### src/rtl/mem_ctrl.sv
// Byte-serialising memory controller: arbitrates IF fetches and MEM loads/stores
// onto one synchronous byte-wide RAM port and raises per-stage stall requests.
module mem_ctrl #(
    parameter int ADDR_W = 32
) (
    input  logic              clk,
    input  logic              rst,
    input  logic              clear,
    input  logic              if_req,
    input  logic [ADDR_W-1:0] if_addr,
    output logic              if_done,
    output logic [31:0]       if_inst,
    output logic              if_stall,
    input  logic              mem_req,
    input  logic              mem_wr,
    input  logic [ADDR_W-1:0] mem_addr,
    input  logic [2:0]        mem_len,
    input  logic [31:0]       mem_wdata,
    output logic              mem_done,
    output logic [31:0]       mem_rdata,
    output logic              mem_stall,
    output logic [ADDR_W-1:0] ram_a,
    output logic              ram_wr,
    output logic [7:0]        ram_dout,
    input  logic [7:0]        ram_din
);

    localparam logic [1:0] S_IDLE = 2'd0;
    localparam logic [1:0] S_BUSY = 2'd1;
    localparam logic [1:0] S_DONE = 2'd2;

    logic [1:0]  state;
    logic        own_mem;
    logic        wr;
    logic [2:0]  n;
    logic [2:0]  cnt;
    logic [31:0] data;
    logic [2:0]  req_len;
    logic [1:0]  rd_idx;
    logic [31:0] rd_data;

    assign if_stall  = ~rst & if_req & ~if_done;
    assign mem_stall = ~rst & mem_req & ~mem_done;

    always_comb begin
        req_len = 3'd4;
        if (mem_len == 3'd1)
            req_len = 3'd1;
        else if (mem_len == 3'd2)
            req_len = 3'd2;
    end

    // cnt counts edges since accept; the byte arriving on ram_din at edge Ek is byte k-2
    always_comb begin
        rd_idx  = 2'(cnt - 3'd2);
        rd_data = data;
        if (cnt >= 3'd2)
            rd_data[{rd_idx, 3'b000} +: 8] = ram_din;
    end

    always_ff @(posedge clk) begin
        if (rst) begin
            state     <= S_IDLE;
            own_mem   <= 1'b0;
            wr        <= 1'b0;
            n         <= 3'd0;
            cnt       <= 3'd0;
            data      <= '0;
            if_done   <= 1'b0;
            mem_done  <= 1'b0;
            if_inst   <= '0;
            mem_rdata <= '0;
            ram_a     <= '0;
            ram_wr    <= 1'b0;
            ram_dout  <= '0;
        end else begin
            if_done  <= 1'b0;
            mem_done <= 1'b0;
            case (state)
                S_IDLE: begin
                    if (mem_req) begin
                        own_mem <= 1'b1;
                        wr      <= mem_wr;
                        n       <= req_len;
                        cnt     <= 3'd1;
                        ram_a   <= mem_addr;
                        state   <= S_BUSY;
                        if (mem_wr) begin
                            data     <= mem_wdata;
                            ram_dout <= mem_wdata[7:0];
                            ram_wr   <= 1'b1;
                        end else begin
                            data <= '0;
                        end
                    end else if (if_req && !clear) begin
                        own_mem <= 1'b0;
                        wr      <= 1'b0;
                        n       <= 3'd4;
                        cnt     <= 3'd1;
                        ram_a   <= if_addr;
                        data    <= '0;
                        state   <= S_BUSY;
                    end
                end
                S_BUSY: begin
                    if (!own_mem && clear) begin
                        state <= S_IDLE;
                    end else if (wr) begin
                        if (cnt == n) begin
                            ram_wr   <= 1'b0;
                            mem_done <= 1'b1;
                            state    <= S_DONE;
                        end else begin
                            ram_a    <= ram_a + ADDR_W'(1);
                            ram_dout <= data[{cnt[1:0], 3'b000} +: 8];
                            cnt      <= cnt + 3'd1;
                        end
                    end else begin
                        if (cnt < n)
                            ram_a <= ram_a + ADDR_W'(1);
                        data <= rd_data;
                        if (cnt == 3'(n + 3'd1)) begin
                            state <= S_DONE;
                            if (own_mem) begin
                                mem_rdata <= rd_data;
                                mem_done  <= 1'b1;
                            end else begin
                                if_inst <= rd_data;
                                if_done <= 1'b1;
                            end
                        end else begin
                            cnt <= cnt + 3'd1;
                        end
                    end
                end
                default: begin
                    state <= S_IDLE;
                end
            endcase
        end
    end

endmodule
### config.mk
export PLATFORM = sky130hd
export DESIGN_NAME = mem_ctrl
export DESIGN_NICKNAME = d
export VERILOG_FILES = /design/src/rtl/mem_ctrl.sv
export SDC_FILE = /design/constraint.sdc
export NUM_CORES = 1
export LEC_CHECK = 0
export ABC_AREA = 1
export BUFFER_PORTS_ARGS = -buffer_cell sky130_fd_sc_hd__buf_2
export CELL_PAD_IN_SITES_DETAIL_PLACEMENT = 1
export CELL_PAD_IN_SITES_GLOBAL_PLACEMENT = 2
export CORE_ASPECT_RATIO = 2
export CORE_MARGIN = 8
export CORE_UTILIZATION = 28
export CTS_BUF_LIST = sky130_fd_sc_hd__clkbuf_8
export CTS_CLUSTER_DIAMETER = 80
export DETAILED_ROUTE_END_ITERATION = 8
export GPL_TIMING_DRIVEN = 0
export PLACE_DENSITY_LB_ADDON = 0.1
export SETUP_SLACK_MARGIN = 0.5
export SLEW_MARGIN = 25
export SYNTH_ARGS = -nofsm -noshare
export SYNTH_HDL_FRONTEND = slang
export SYNTH_SLANG_ARGS = --single-unit
export TNS_END_PERCENT = 10
### constraint.sdc
create_clock -name clk -period 2.4 [get_ports clk]
set_input_delay 0.24 -clock clk [delete_from_list [all_inputs] [get_ports clk]]
set_output_delay 0.24 -clock clk [all_outputs]
set_load 0.005 [all_outputs]
# After elaboration in Yosys (flattened, before gate mapping)

Cells that the tools add are included.

Add/subtract/negate cells: 5
Magnitude comparators: 2
Eq/ne operators: 18
Shifts and indexed selects: 3
Mux-type cells: 53
Bitwise operators: 12
Reductions and logical operators: 18

Operators by type and width:

| kind                                                                   | count |
|---|---|
| 32-bit 2-to-1 mux                                                      | 12 |
| 32-bit case mux with 2 select lines                                    | 2 |
| 8-bit 2-to-1 mux                                                       | 5 |
| 32-bit by 1-bit adder with 32-bit output, second input constant        | 1 |
| 32-bit bitwise mux                                                     | 1 |
| 8-bit by 7-bit variable shift with 32-bit output, first input constant | 1 |
| 32-bit by 6-bit indexed part select with 8-bit output                  | 1 |
| 8-bit by 7-bit indexed part select with 32-bit output                  | 1 |
| 3-bit 2-to-1 mux                                                       | 10 |
| 5-bit AND reduction                                                    | 4 |
| 8-bit case mux with 2 select lines                                     | 1 |
| 2-bit != test, second input constant                                   | 7 |
| 1-bit 2-to-1 mux                                                       | 13 |
| 2-bit 2-to-1 mux                                                       | 6 |
| 3-bit != test, second input constant                                   | 4 |
| 6-bit AND reduction                                                    | 2 |
| 4-bit != test, second input constant                                   | 2 |
| 1-bit NOT                                                              | 8 |
| 5-bit negator with 7-bit output                                        | 1 |
| 3-bit by 1-bit adder with 3-bit output, second input constant          | 2 |
| 3-bit == test                                                          | 2 |
| 3-bit case mux with 2 select lines                                     | 1 |
| 5-bit OR reduction                                                     | 1 |
| 1-bit AND                                                              | 4 |
| other kinds (16)                                                       | 19 |

Register bits: 149
Word-level logic and storage cells: 124

# Longest topological paths before layout

Gate-level depths: netlist (run 1).

Word-level depth: 8
Depth in mapped cells: 14
Mapped depth without buffers: 11

# Least setup slack after synthesis (run 1)

Ideal clock, no wire load.

Kind: register to register
Start: reg cnt[0]
End: reg ram_a[14]
Arrival time: 2061 ps
Required time: 2291 ps
Slack: 230 ps
Stages on the path, launching flop included: 13
Period minus slack after synthesis: 2170 ps
Cells stage by stage: dfxtp_1 clkbuf_2 inv_1 clkbuf_1 ha_1 nand3_1 nor2_1 nand2_1 nand3_4 buf_2 a21oi_1 nand2_1 inv_1

Cells in the longest elaborated chain, start to end: 3
Elaborated cells between the ends (all ways): 5

RTL lines:

| element                                                     | line     | RTL |
|---|---|---|
| start, declared                                             | 36       | `logic [2:0] cnt;` |
| start signal, assigned                                      | 116      | `cnt <= cnt + 3'd1;` |
| start signal, assigned                                      | 132      | `cnt <= cnt + 3'd1;` |
| 3-bit less-than comparator or 3-bit == test (tied branches) | 119, 109 |  |
| 3-bit != test (no source line)                              | --       |  |
| 5-bit AND reduction (no source line) (*)                    | --       |  |
| end signal, assigned                                        | 100      | `ram_a <= if_addr;` |
| end signal, assigned                                        | 114      | `ram_a <= ram_a + ADDR_W'(1);` |
| end signal, assigned                                        | 120      | `ram_a <= ram_a + ADDR_W'(1);` |
| end, declared                                               | 22       | `output logic [ADDR_W-1:0] ram_a,` |

Every way passes the cells marked *; elsewhere a longest branch is shown, timed or not.
A chain may end at the register's enable or synchronous reset.

# Worst setup path after layout (run 1)

Start: reg cnt[0]
End: reg ram_dout[1]

Cells in the longest elaborated chain, start to end: 5
Elaborated cells between the ends (all ways): 8

RTL lines:

| element                                               | line | RTL |
|---|---|---|
| 32-bit by 6-bit indexed part select with 8-bit output | 115  | `ram_dout <= data[{cnt[1:0], 3'b000} +: 8];` |
| 8-bit 2-to-1 mux                                      | 109  | `if (cnt == n) begin` |
| 8-bit 2-to-1 mux                                      | 108  | `end else if (wr) begin` |
| 8-bit 2-to-1 mux                                      | 106  | `if (!own_mem && clear) begin` |
| 8-bit case mux with 2 select lines                    | 79   | `case (state)` |
| end signal, assigned                                  | 90   | `ram_dout <= mem_wdata[7:0];` |
| end signal, assigned                                  | 115  |  |
| end, declared                                         | 24   | `output logic [7:0] ram_dout,` |

Several ways; a longest one is shown, not always the timed one. The select of a mux whose other input is x is not followed.

==> flow_metrics.py, run 1 <==
metrics = {
    "sta": {
        "slew_viol_final": 0,
        "rsz0062_at_grt": "yes",
        "slew_headroom_pct": 44.16,
        "period_needed_ns": 2.000,
        "tns_ns": 0,
        "fmax_mhz": 500.0,
        "worst_pin_slew_ns": 0.8376,
        "clock_skew_ns": 0.01815,
        "setup_viol": 0,
        "holdWs_ns": 0.03623,
        "finalHoldViolations": 0,
        "period_share_pct": 83.33,
    },
    "worst_setup_path": {
        "cp_slowest_stage_delay_ns": 0.37,
        "setup.worst_path.class": "reg -> reg",
        "startpoint": "cnt[0]$_SDFFE_PP0P_",
        "cp-start-kind": "flip-flop",
        "r2r_start": "cnt[0]$_SDFFE_PP0P_",
        "crit_required_ns": 2.84,
        "crit_chain": "clkbuf_16 -> buf_4 -> clkbuf_1 -> o21ai_0 -> o21ai_1 -> nand2_1 -> a21oi_1",
        "crit_slowest_cell": "dfxtp_4",
        "worst_setup_path_end_kind": "flip-flop",
        "path_max_fanout": 10,
        "cp.arrival_ns": 2.44,
    },
    "finish": {
        "fillers": 4022,
        "area_growth_pct": 34.92,
        "drive_gt1_share_pct": 25.94,
        "final_cell_area_um2": 11570,
        "nNetsFinal": 1815,
    },
    "routing": {
        "vias": 10293,
        "via_per_inst": 4.965,
        "drt_wl_total_um": 45420,
        "remaining_drc_errors": 0,
        "drtAntennaViolNets": 0,
        "drt_iter0_drc": 356,
        "drt_first_pass_iters": 4,
        "wl_per_cell_um": 21.91,
    },
    "grt": {
        "grt_pass1_vias": 11165,
        "grt_max_degree": 17,
        "antenna_found_initial": 1,
        "grt_usage_pct": 24.45,
        "grt_overflow": 0,
        "grt_pass1_wl_um": 67100,
    },
    "clock_tree": {
        "htreeDepth": 4,
        "clk_latency_ns": 0.50,
        "max-clock-path-buffers": 2,
        "numCtsBuffers": 17,
        "cts_tree": "built",
        "path_clk_slew_ns": 0.10,
        "clock_sinks": 149,
        "root_buffer": "clkbuf_8",
    },
    "place": {
        "hpwl_um": 36730,
        "place_area_um2": 10200,
        "port_buffers": 219,
        "gp_congestion": 0.9794,
    },
    "power": {
        "internal_power_mw": 4.982,
        "pwr-share-comb_pct": 35.8,
        "swShare_pct": 40.25,
        "p_seq_share_pct": 36.6,
        "leakage_nw": 5.337,
        "switchingPower_mw": 3.355,
        "ir_worst_vdd_mv": 0.4593,
        "p_per_area_nw_per_um2": 720.4,
        "pwr-share-clk_pct": 27.6,
    },
    "synth": {
        "synth-simple-area-share_pct": 35.63,
        "syn_inst": 1414,
        "yosysSeqAreaShare_pct": 34.77,
        "synth_seq_cells": 149,
        "synth-compound-area-share_pct": 17.24,
        "synth_fp_nets": 1538,
        "syn_area_um2": 8578,
        "synth.distinct_cells": 31,
        "ys_warn_count": 0,
        "synth_top_family_by_area": "simple AND/OR/NAND/NOR gates",
        "synthAdderAreaFrac_pct": 1.604,
        "syn_avg_cell_area_um2": 6.067,
        "synth.area.mux_share_pct": 0,
        "synthXorXnorAreaFrac_pct": 0.9043,
    },
    "die": {
        "start_util_pct": 28.42,
        "coreArea_um2": 30180,
        "die_h_um": 263.5,
        "die_w_um": 139.8,
        "row_count": 90,
        "die_area_um2": 36830,
        "io_pins": 222,
    },
    "min_path": {
        "hp-class": "in -> reg",
        "hold_path_startpoint": "mem_wdata[9]",
    },
    "status": {
        "status": "completed",
    },
    "flow_run": {
        "maxCapViolations": 0,
    },
}
==> synth_stat cells <==
cell type / count / share of area [%]
o2bb2ai_1: 1 / 0.10
or2_2: 1 / 0.073
inv_2: 7 / 0.31
nor2_1: 198 / 8.7
o22ai_1: 10 / 0.73
inv_1: 109 / 4.8
nand3_2: 1 / 0.12
a21oi_1: 164 / 9.6
inv_4: 1 / 0.073
ha_1: 11 / 1.6
xor2_1: 6 / 0.61
xnor2_1: 1 / 0.10
nand2_2: 4 / 0.29
o21ai_0: 99 / 5.8
nand2_1: 449 / 20
buf_2: 26 / 1.5
xor2_2: 1 / 0.19
dfxtp_1: 149 / 35
nor2_2: 5 / 0.36
buf_4: 8 / 0.70
buf_1: 2 / 0.088
nand4_1: 2 / 0.15
clkbuf_2: 2 / 0.12
nand3_4: 1 / 0.20
a31oi_1: 9 / 0.66
o21ai_1: 7 / 0.41
clkbuf_1: 34 / 1.5
nand3_1: 91 / 5.3
nor2_4: 4 / 0.53
buf_6: 6 / 0.79
nor3_1: 5 / 0.29
==> worst max-delay path, delay by kind of cell, from the launching register on <==
family | cells | cell delay (ns)
AOI/OAI and AO/OA | 3 | 0.85
buffers and inverters | 3 | 0.60
DFF | 1 | 0.37
and+or+nand+nor | 1 | 0.13
==> timing repair <==
action / in CTS / in global routing
pin swaps: 26 / 19
endpoints found under the setup margin: 142 / 141
hold endpoints to repair: 10 / 0
buffers inserted: 20 / 6
resized for setup: 113 / 56
gates cloned: 2 / 2
hold buffers: 9 / 0
==> sequential cells by signal (all words and copies together), names as in the netlist <==
signal     cells
wr             1
if_inst       32
n              3
if_done        1
state          2
own_mem        1
ram_dout       8
mem_done       1
mem_rdata     32
data          32
cnt            3
ram_a         32
ram_wr         1
==> power groups by stage <==
stage | Sequential, mW | Combinational, mW | Clock (mW)
floorplan | 2.99 | 1.51 | 0
global placement | 3.10 | 2.52 | 0
detailed placement | 3.10 | 2.55 | 0
CTS | 3.05 | 2.91 | 2.39
global route | 3.09 | 3.28 | 2.44
finish | 3.05 | 2.98 | 2.30
==> stage by stage <==
step | setup WS, ns | util [%] | power [mW] | cells
2_1_floorplan | 0.4888 | - | 4.508 | 1414
3_3_place_gp | -0.1308 | 33.79 | 5.615 | 2001
3_5_place_dp | -0.1473 | 33.79 | 5.653 | 2001
4_1_cts | 0.4152 | 37.43 | 8.353 | 2064
5_1_grt | 0.3244 | 38.35 | 8.810 | 2073
6_report | 0.4001 | 38.35 | 8.337 | 2073
==> cells in the final DEF, fill, tap and decap left out, types with 7 or more instances in the layout <==
cell type      netlist  layout
nand2_1            449     425
a21oi_2              0       7
inv_1              109     103
inv_2                7      10
buf_8                0       7
nor2_1             198     186
a31oi_1              9       9
nand2_4              0       8
clkbuf_8             0      18
dfxtp_1            149     145
dlygate4sd3_1        0       9
nand2_2              4      20
o21ai_1              7      10
nor2_2               5       8
clkbuf_1            34      29
buf_6                6      12
nor2_4               4      13
o21ai_0             99      80
o21ai_2              0      13
nand3_2              1       9
a21oi_1            164     157
buf_4                8      25
buf_2               26     240
nand3_1             91      82
ha_1                11       8
==> cell families after synthesis <==
family / after synthesis
fa+ha+maj: 11
compound gates: 290
xor+xnor: 8
flops: 149
buf+inv: 195
simple gates: 761
==> per-layer routing <==
| layer | vias up | GRT usage (%) | share of wire, % |
|---|---|---|---|
| met5 | - | 0 | 0 |
| met4 | 0 | 13.22 | 5.0 |
| met3 | 86 | 4.115 | 3.5 |
| met2 | 231 | 51.52 | 59 |
| met1 | 4907 | 20.46 | 32 |
| li1 | 5069 | - | - |
==> path summary, 6_finish.rpt <==
check / endpoint / slack (ns) / cells after the start
worst min register to register: mem_rdata[11]$_SDFFE_PP0P_ / 0.47 / 2
worst min-delay path: data[9]$_SDFFE_PP0P_ / 0.04 / 3
worst max register to register: ram_dout[1]$_SDFFE_PP0P_ / 0.40 / 7
worst max-delay path: ram_dout[1]$_SDFFE_PP0P_ / 0.40 / 7
==> area by class of cell <==
cell class	instances	area, µm²	area share [%]
flip-flops and latches	149	2993	25.86
clock buffers	18	247.7	2.141
inverters	117	459.2	3.968
clock inverters	14	200.2	1.730
plain buffers	78	536.8	4.638
multi-input cells	1070	5190	44.84
repair buffers	258	1484	12.82
well taps	368	460.4	3.978
diodes	1	2.502	0.02162
Note: power is estimated with default switching activity, not from simulation.
==> run 2, diff against run 1 <==
==> constraint.sdc (replaced) <==
create_clock -name clk -period 1.9 [get_ports clk]
set_input_delay 0.19 -clock clk [delete_from_list [all_inputs] [get_ports clk]]
set_output_delay 0.19 -clock clk [all_outputs]
set_load 0.005 [all_outputs]
==> flow_metrics.py, run 2 (same netlist as run 1, synthesis figures left out) <==
metrics = {
    "status": {
        "status": "finished with violations",
        "violations": "negative setup slack",
    },
    "worst_setup_path": {
        "setup.worst_path.class": "reg -> reg",
        "path_max_fanout": 6,
        "crit_chain": "clkbuf_16 -> inv_8 -> clkbuf_16 -> ha_4 -> buf_8 -> inv_4 -> nand3_4 -> inv_4 -> buf_8 -> clkbuf_4 -> o21ai_1 -> nand2_4 -> nand3_2 -> a21oi_2",
        "critPathTopFamily": "buffers and inverters",
        "cp-start-kind": "flip-flop",
        "critical_path_buf_inv_count": 8,
        "crit_required_ns": 2.33,
        "crit_slowest_cell": "dfxtp_4",
        "cp.arrival_ns": 2.44,
        "cp_slowest_stage_delay_ns": 0.37,
        "worst_setup_path_end_kind": "flip-flop",
    },
    "sta": {
        "tns_ns": -4.796,
        "fmax_mhz": 496.8,
        "finalHoldViolations": 0,
        "slew_headroom_pct": 44.02,
        "rsz0062_at_grt": "yes",
        "slew_viol_final": 0,
        "setup_viol": 95,
        "holdWs_ns": 0.02415,
        "clock_skew_ns": 0.01704,
        "period_needed_ns": 2.013,
        "setup_ws_ns": -0.1128,
        "worst_pin_slew_ns": 0.8397,
        "period_share_pct": 105.9,
    },
    "place": {
        "dpl.cell_count": 2001,
        "gp_congestion": 0.9434,
        "hpwl_um": 36970,
        "port_buffers": 219,
    },
    "finish": {
        "nNetsFinal": 1847,
        "fillers": 3986,
        "area_growth_pct": 45.00,
        "drive_gt1_share_pct": 30.85,
        "layout_commonest_cell": "nand2_1",
        "final_cell_mix": "404 x nand2_1, 233 x buf_2, 170 x nor2_1",
        "fin_cells": 2103,
    },
    "power": {
        "ir_worst_vdd_mv": 0.4342,
        "p_per_area_nw_per_um2": 874.7,
        "leakage_nw": 5.625,
    },
    "die": {
        "die_h_um": 263.5,
        "die_area_um2": 36830,
        "start_util_pct": 28.42,
        "die_w_um": 139.8,
        "io_pins": 222,
        "row_count": 90,
        "coreArea_um2": 30180,
    },
    "routing": {
        "drt_iter0_drc": 374,
        "remaining_drc_errors": 0,
        "via_per_inst": 4.971,
        "wl_per_cell_um": 22.46,
        "vias": 10453,
        "drt_first_pass_iters": 4,
        "drt_wl_total_um": 47240,
        "drtAntennaViolNets": 0,
    },
    "clock_tree": {
        "cts_tree": "built",
        "path_clk_slew_ns": 0.09,
        "max-clock-path-buffers": 2,
        "numCtsBuffers": 17,
        "root_buffer": "clkbuf_8",
        "clock_sinks": 149,
        "htreeDepth": 4,
        "clk_latency_ns": 0.50,
    },
    "grt": {
        "grt_max_degree": 17,
        "grt_pass1_wl_um": 69220,
        "grt_usage_pct": 25.37,
        "antenna_found_initial": 1,
        "grt_pass1_vias": 11241,
        "grt_overflow": 0,
    },
    "min_path": {
        "hp-class": "in -> reg",
    },
    "flow_run": {
        "maxCapViolations": 0,
    },
}
## run 2: changes by cell type in the layout (fill, tap and decap cells not counted), sizes merged
cell,change
clkinvlp,+2
nand3,+1
clkinv,-2
clkbuf,+2
dlygate4sd3,+20
buf,+8
bufinv,-1
## run 2: cell type report
cell class,instances,area (µm²),area share (%)
flip-flops and latches,149,2993,24.06
multi-input cells,1071,5635,45.31
clock buffers,17,234.0,1.881
well taps,368,460.4,3.702
repair buffers,289,1899,15.27
diodes,1,2.502,0.02012
inverters,117,464.2,3.732
clock inverters,13,162.7,1.308
plain buffers,78,586.8,4.718
## run 2: power by group
part	switching [mW]	total (mW)	internal, mW
clock	1.40	2.68	1.28
combinational	2.67	4.31	1.64
sequential	0.434	3.89	3.46
## run 2: what timing repair did
item	CTS	global route
pin swaps	60	47
endpoints found under the hold margin	34	0
hold buffers	29	0
cloned	6	2
resized for setup	172	121
setup buffers	29	5
endpoints found under the setup margin	152	150
## run 2: worst paths after layout
kind / from / end / slack (ns) / cells after the start
worst max register to register: cnt[0]$_SDFFE_PP0P_ / mem_rdata[24]$_SDFFE_PP0P_ / -0.11 / 14
worst max-delay path: cnt[0]$_SDFFE_PP0P_ / mem_rdata[24]$_SDFFE_PP0P_ / -0.11 / 14
worst min register to register: mem_rdata[18]$_SDFFE_PP0P_ / mem_rdata[18]$_SDFFE_PP0P_ / 0.47 / 2
worst min-delay path: mem_wdata[23] / data[23]$_SDFFE_PP0P_ / 0.02 / 3
## run 2: stage by stage
stage	instance area [µm²]	total power, mW	utilization [%]	setup WS (ns)
after detailed placement	10270	7.219	34.05	-0.4860
final	12440	10.88	41.21	-0.1128
after global placement	10270	7.176	34.05	-0.4605
after floorplan	8718	5.763	-	0.1065
after global routing	12440	11.46	41.21	-0.1980
after CTS	12000	10.66	39.75	-0.08786
## run 2: per-layer routing
metal  track usage [%]  vias up  wire length, µm
met5                 0        -                0
met4             14.64        0             3050
met3             3.680      100             1379
met2             52.66      244            27520
met1             21.92     4976            15290
li1                  -     5133                -
## run 2: worst register-to-register path, stage by stage (launching register included)
cell and delay, ns:
dfxtp_4 0.37, clkbuf_16 0.14, inv_8 0.03, clkbuf_16 0.15
ha_4 0.16, buf_8 0.12, inv_4 0.06, nand3_4 0.08
inv_4 0.09, buf_8 0.12, clkbuf_4 0.17, o21ai_1 0.11
nand2_4 0.12, nand3_2 0.09, a21oi_2 0.15
==> run 3, diff against run 2 <==
--- a/config.mk
+++ b/config.mk
@@ -11,7 +11,7 @@
 export CELL_PAD_IN_SITES_GLOBAL_PLACEMENT = 2
 export CORE_ASPECT_RATIO = 2
 export CORE_MARGIN = 8
-export CORE_UTILIZATION = 28
+export CORE_UTILIZATION = 25
 export CTS_BUF_LIST = sky130_fd_sc_hd__clkbuf_8
 export CTS_CLUSTER_DIAMETER = 80
 export DETAILED_ROUTE_END_ITERATION = 8
==> constraint.sdc (replaced) <==
create_clock -name clk -period 1.8 [get_ports clk]
set_input_delay 0.18 -clock clk [delete_from_list [all_inputs] [get_ports clk]]
set_output_delay 0.18 -clock clk [all_outputs]
set_load 0.005 [all_outputs]
==> flow_metrics.py, run 3 (same netlist as run 1, synthesis figures left out) <==
metrics = {
    "status": {
        "status": "finished with violations",
        "violations": "negative setup slack",
    },
    "grt": {
        "grt_usage_pct": 23.15,
        "grt_util_met1_pct": 19.69,
        "grt_max_degree": 17,
        "grt_pass1_vias": 11261,
        "grt_pass1_wl_um": 70040,
        "grt_overflow": 0,
        "grt_use_met2_pct": 48.08,
        "met3_usage_pct": 3.953,
        "antenna_found_initial": 2,
        "busiest_layer": "met2",
    },
    "sta": {
        "period_share_pct": 110.6,
        "finalHoldViolations": 0,
        "clock_skew_ns": 0.01573,
        "slew_headroom_pct": 44.38,
        "fmax_mhz": 502.5,
        "slew_viol_final": 0,
        "setup_viol": 135,
        "setup_ws_ns": -0.1902,
        "period_needed_ns": 1.990,
        "worst_pin_slew_ns": 0.8343,
        "rsz0062_at_grt": "yes",
        "tns_ns": -12.42,
    },
    "routing": {
        "drt_iter0_drc": 373,
        "drt_wl_total_um": 47510,
        "remaining_drc_errors": 0,
        "via_per_inst": 4.810,
        "vias": 10418,
        "drt_first_pass_iters": 4,
        "wl_per_cell_um": 21.93,
        "drtAntennaViolNets": 0,
    },
    "finish": {
        "area_growth_pct": 40.62,
        "fillers": 4486,
        "fin_util_pct": 35.36,
        "ff_latch_area_um2": 2995,
        "fin_cells": 2166,
        "drive_gt1_share_pct": 27.96,
        "nNetsFinal": 1835,
        "multi_input_area_um2": 5433,
        "final_cell_mix": "414 x nand2_1, 235 x buf_2, 177 x nor2_1",
        "layout_commonest_cell": "nand2_1",
    },
    "power": {
        "leakage_nw": 5.488,
        "switchingPower_mw": 4.666,
        "p_per_area_nw_per_um2": 915.8,
        "internal_power_mw": 6.381,
        "swShare_pct": 42.24,
        "pwr-share-comb_pct": 37.5,
        "pwr-share-clk_pct": 25.3,
        "ir_worst_vdd_mv": 0.4834,
        "p_seq_share_pct": 37.2,
    },
    "die": {
        "die_h_um": 278.0,
        "coreArea_um2": 34110,
        "die_w_um": 147.0,
        "row_count": 96,
        "io_pins": 222,
        "die_area_um2": 40860,
        "start_util_pct": 25.15,
    },
    "worst_setup_path": {
        "crit_chain": "clkbuf_16 -> clkinv_8 -> clkbuf_16 -> ha_4 -> nor2_4 -> nand4_1 -> buf_6 -> buf_6 -> buf_4 -> nand2_1 -> nand2_1 -> nor2_1",
        "critical_path_buf_inv_count": 6,
        "crit_required_ns": 2.23,
        "cp-start-kind": "flip-flop",
        "cp.arrival_ns": 2.42,
        "cp_slowest_stage_delay_ns": 0.37,
        "path_max_fanout": 6,
        "critPathTopFamily": "buffers and inverters",
        "crit_slowest_cell": "dfxtp_4",
        "setup.worst_path.class": "reg -> reg",
        "worst_setup_path_end_kind": "flip-flop",
    },
    "clock_tree": {
        "root_buffer": "clkbuf_8",
        "clk_latency_ns": 0.50,
        "path_clk_slew_ns": 0.09,
        "htreeDepth": 4,
        "numCtsBuffers": 17,
        "cts_tree": "built",
        "clock_sinks": 149,
        "max-clock-path-buffers": 2,
    },
    "place": {
        "dpl.cell_count": 2074,
        "port_buffers": 219,
        "gp_congestion": 0.9806,
        "hpwl_um": 38140,
    },
    "min_path": {
        "hp-class": "in -> reg",
    },
    "flow_run": {
        "maxCapViolations": 0,
    },
}
-- run 3: through the flow --
| stage | power, mW | cell area [µm²] | hold slack, ns | worst slack, ns |
|---|---|---|---|---|
| floorplan | 6.083 | 8718 | 0.3427 | 0.006495 |
| global placement | 7.604 | 10370 | 0.4456 | -0.5648 |
| detailed placement | 7.643 | 10370 | 0.4539 | -0.6295 |
| CTS | 11.03 | 11740 | 0.005232 | -0.1879 |
| global route | 11.71 | 12060 | 0.003767 | -0.2543 |
| finish | 11.05 | 12060 | 0.02604 | -0.1902 |
-- run 3: power by group through the flow --
| stage | clock, mW | sequential, mW | combinational (mW) |
|---|---|---|---|
| 6_report | 2.80 | 4.10 | 4.15 |
| 3_3_place_gp | 0 | 4.17 | 3.44 |
| 3_5_place_dp | 0 | 4.17 | 3.47 |
| 4_1_cts | 2.91 | 4.10 | 4.02 |
| 2_1_floorplan | 0 | 3.99 | 2.09 |
| 5_1_grt | 3.01 | 4.14 | 4.56 |
-- run 3: worst register-to-register path: stages, from the launching register on --
cell	delay, ns
dfxtp_4	0.37
clkbuf_16	0.14
clkinv_8	0.04
clkbuf_16	0.15
ha_4	0.26
nor2_4	0.13
nand4_1	0.20
buf_6	0.21
buf_6	0.14
buf_4	0.13
nand2_1	0.05
nand2_1	0.04
nor2_1	0.08
-- run 3: layout make-up --
cell class                 instances  area share [%]
antenna                            1         0.02074
buffer                            78           4.740
clock buffer                      20           2.282
clock inverter                    12          0.9543
inverter                         117           3.869
multi-input combinational       1072           45.04
sequential                       149           24.83
tap                              441           4.574
timing repair buffer             276           13.69
-- run 3: repair_timing --
action,in CTS,in global routing
endpoints found under the setup margin,179,178
gates cloned,5,0
hold buffers,32,0
pin swaps,32,31
endpoints found under the hold margin,39,0
resized for setup,126,95
buffers inserted,20,2
-- run 3: layer usage --
metal	share of wire [%]	up-vias
met5	0.025	-
met4	5.9	2
met3	3.1	90
met2	59	244
met1	32	4965
li1	-	5117
-- run 3: path summary, 6_finish.rpt --
path,from,endpoint,slack [ns],cells after the start
setup reg to reg,cnt[0]$_SDFFE_PP0P_,if_inst[27]$_SDFFE_PP0P_,-0.19,12
setup / recovery,cnt[0]$_SDFFE_PP0P_,if_inst[27]$_SDFFE_PP0P_,-0.19,12
hold / removal,mem_wdata[26],data[26]$_SDFFE_PP0P_,0.03,3
hold reg to reg,ram_wr$_SDFFE_PP0P_,ram_wr$_SDFFE_PP0P_,0.46,2
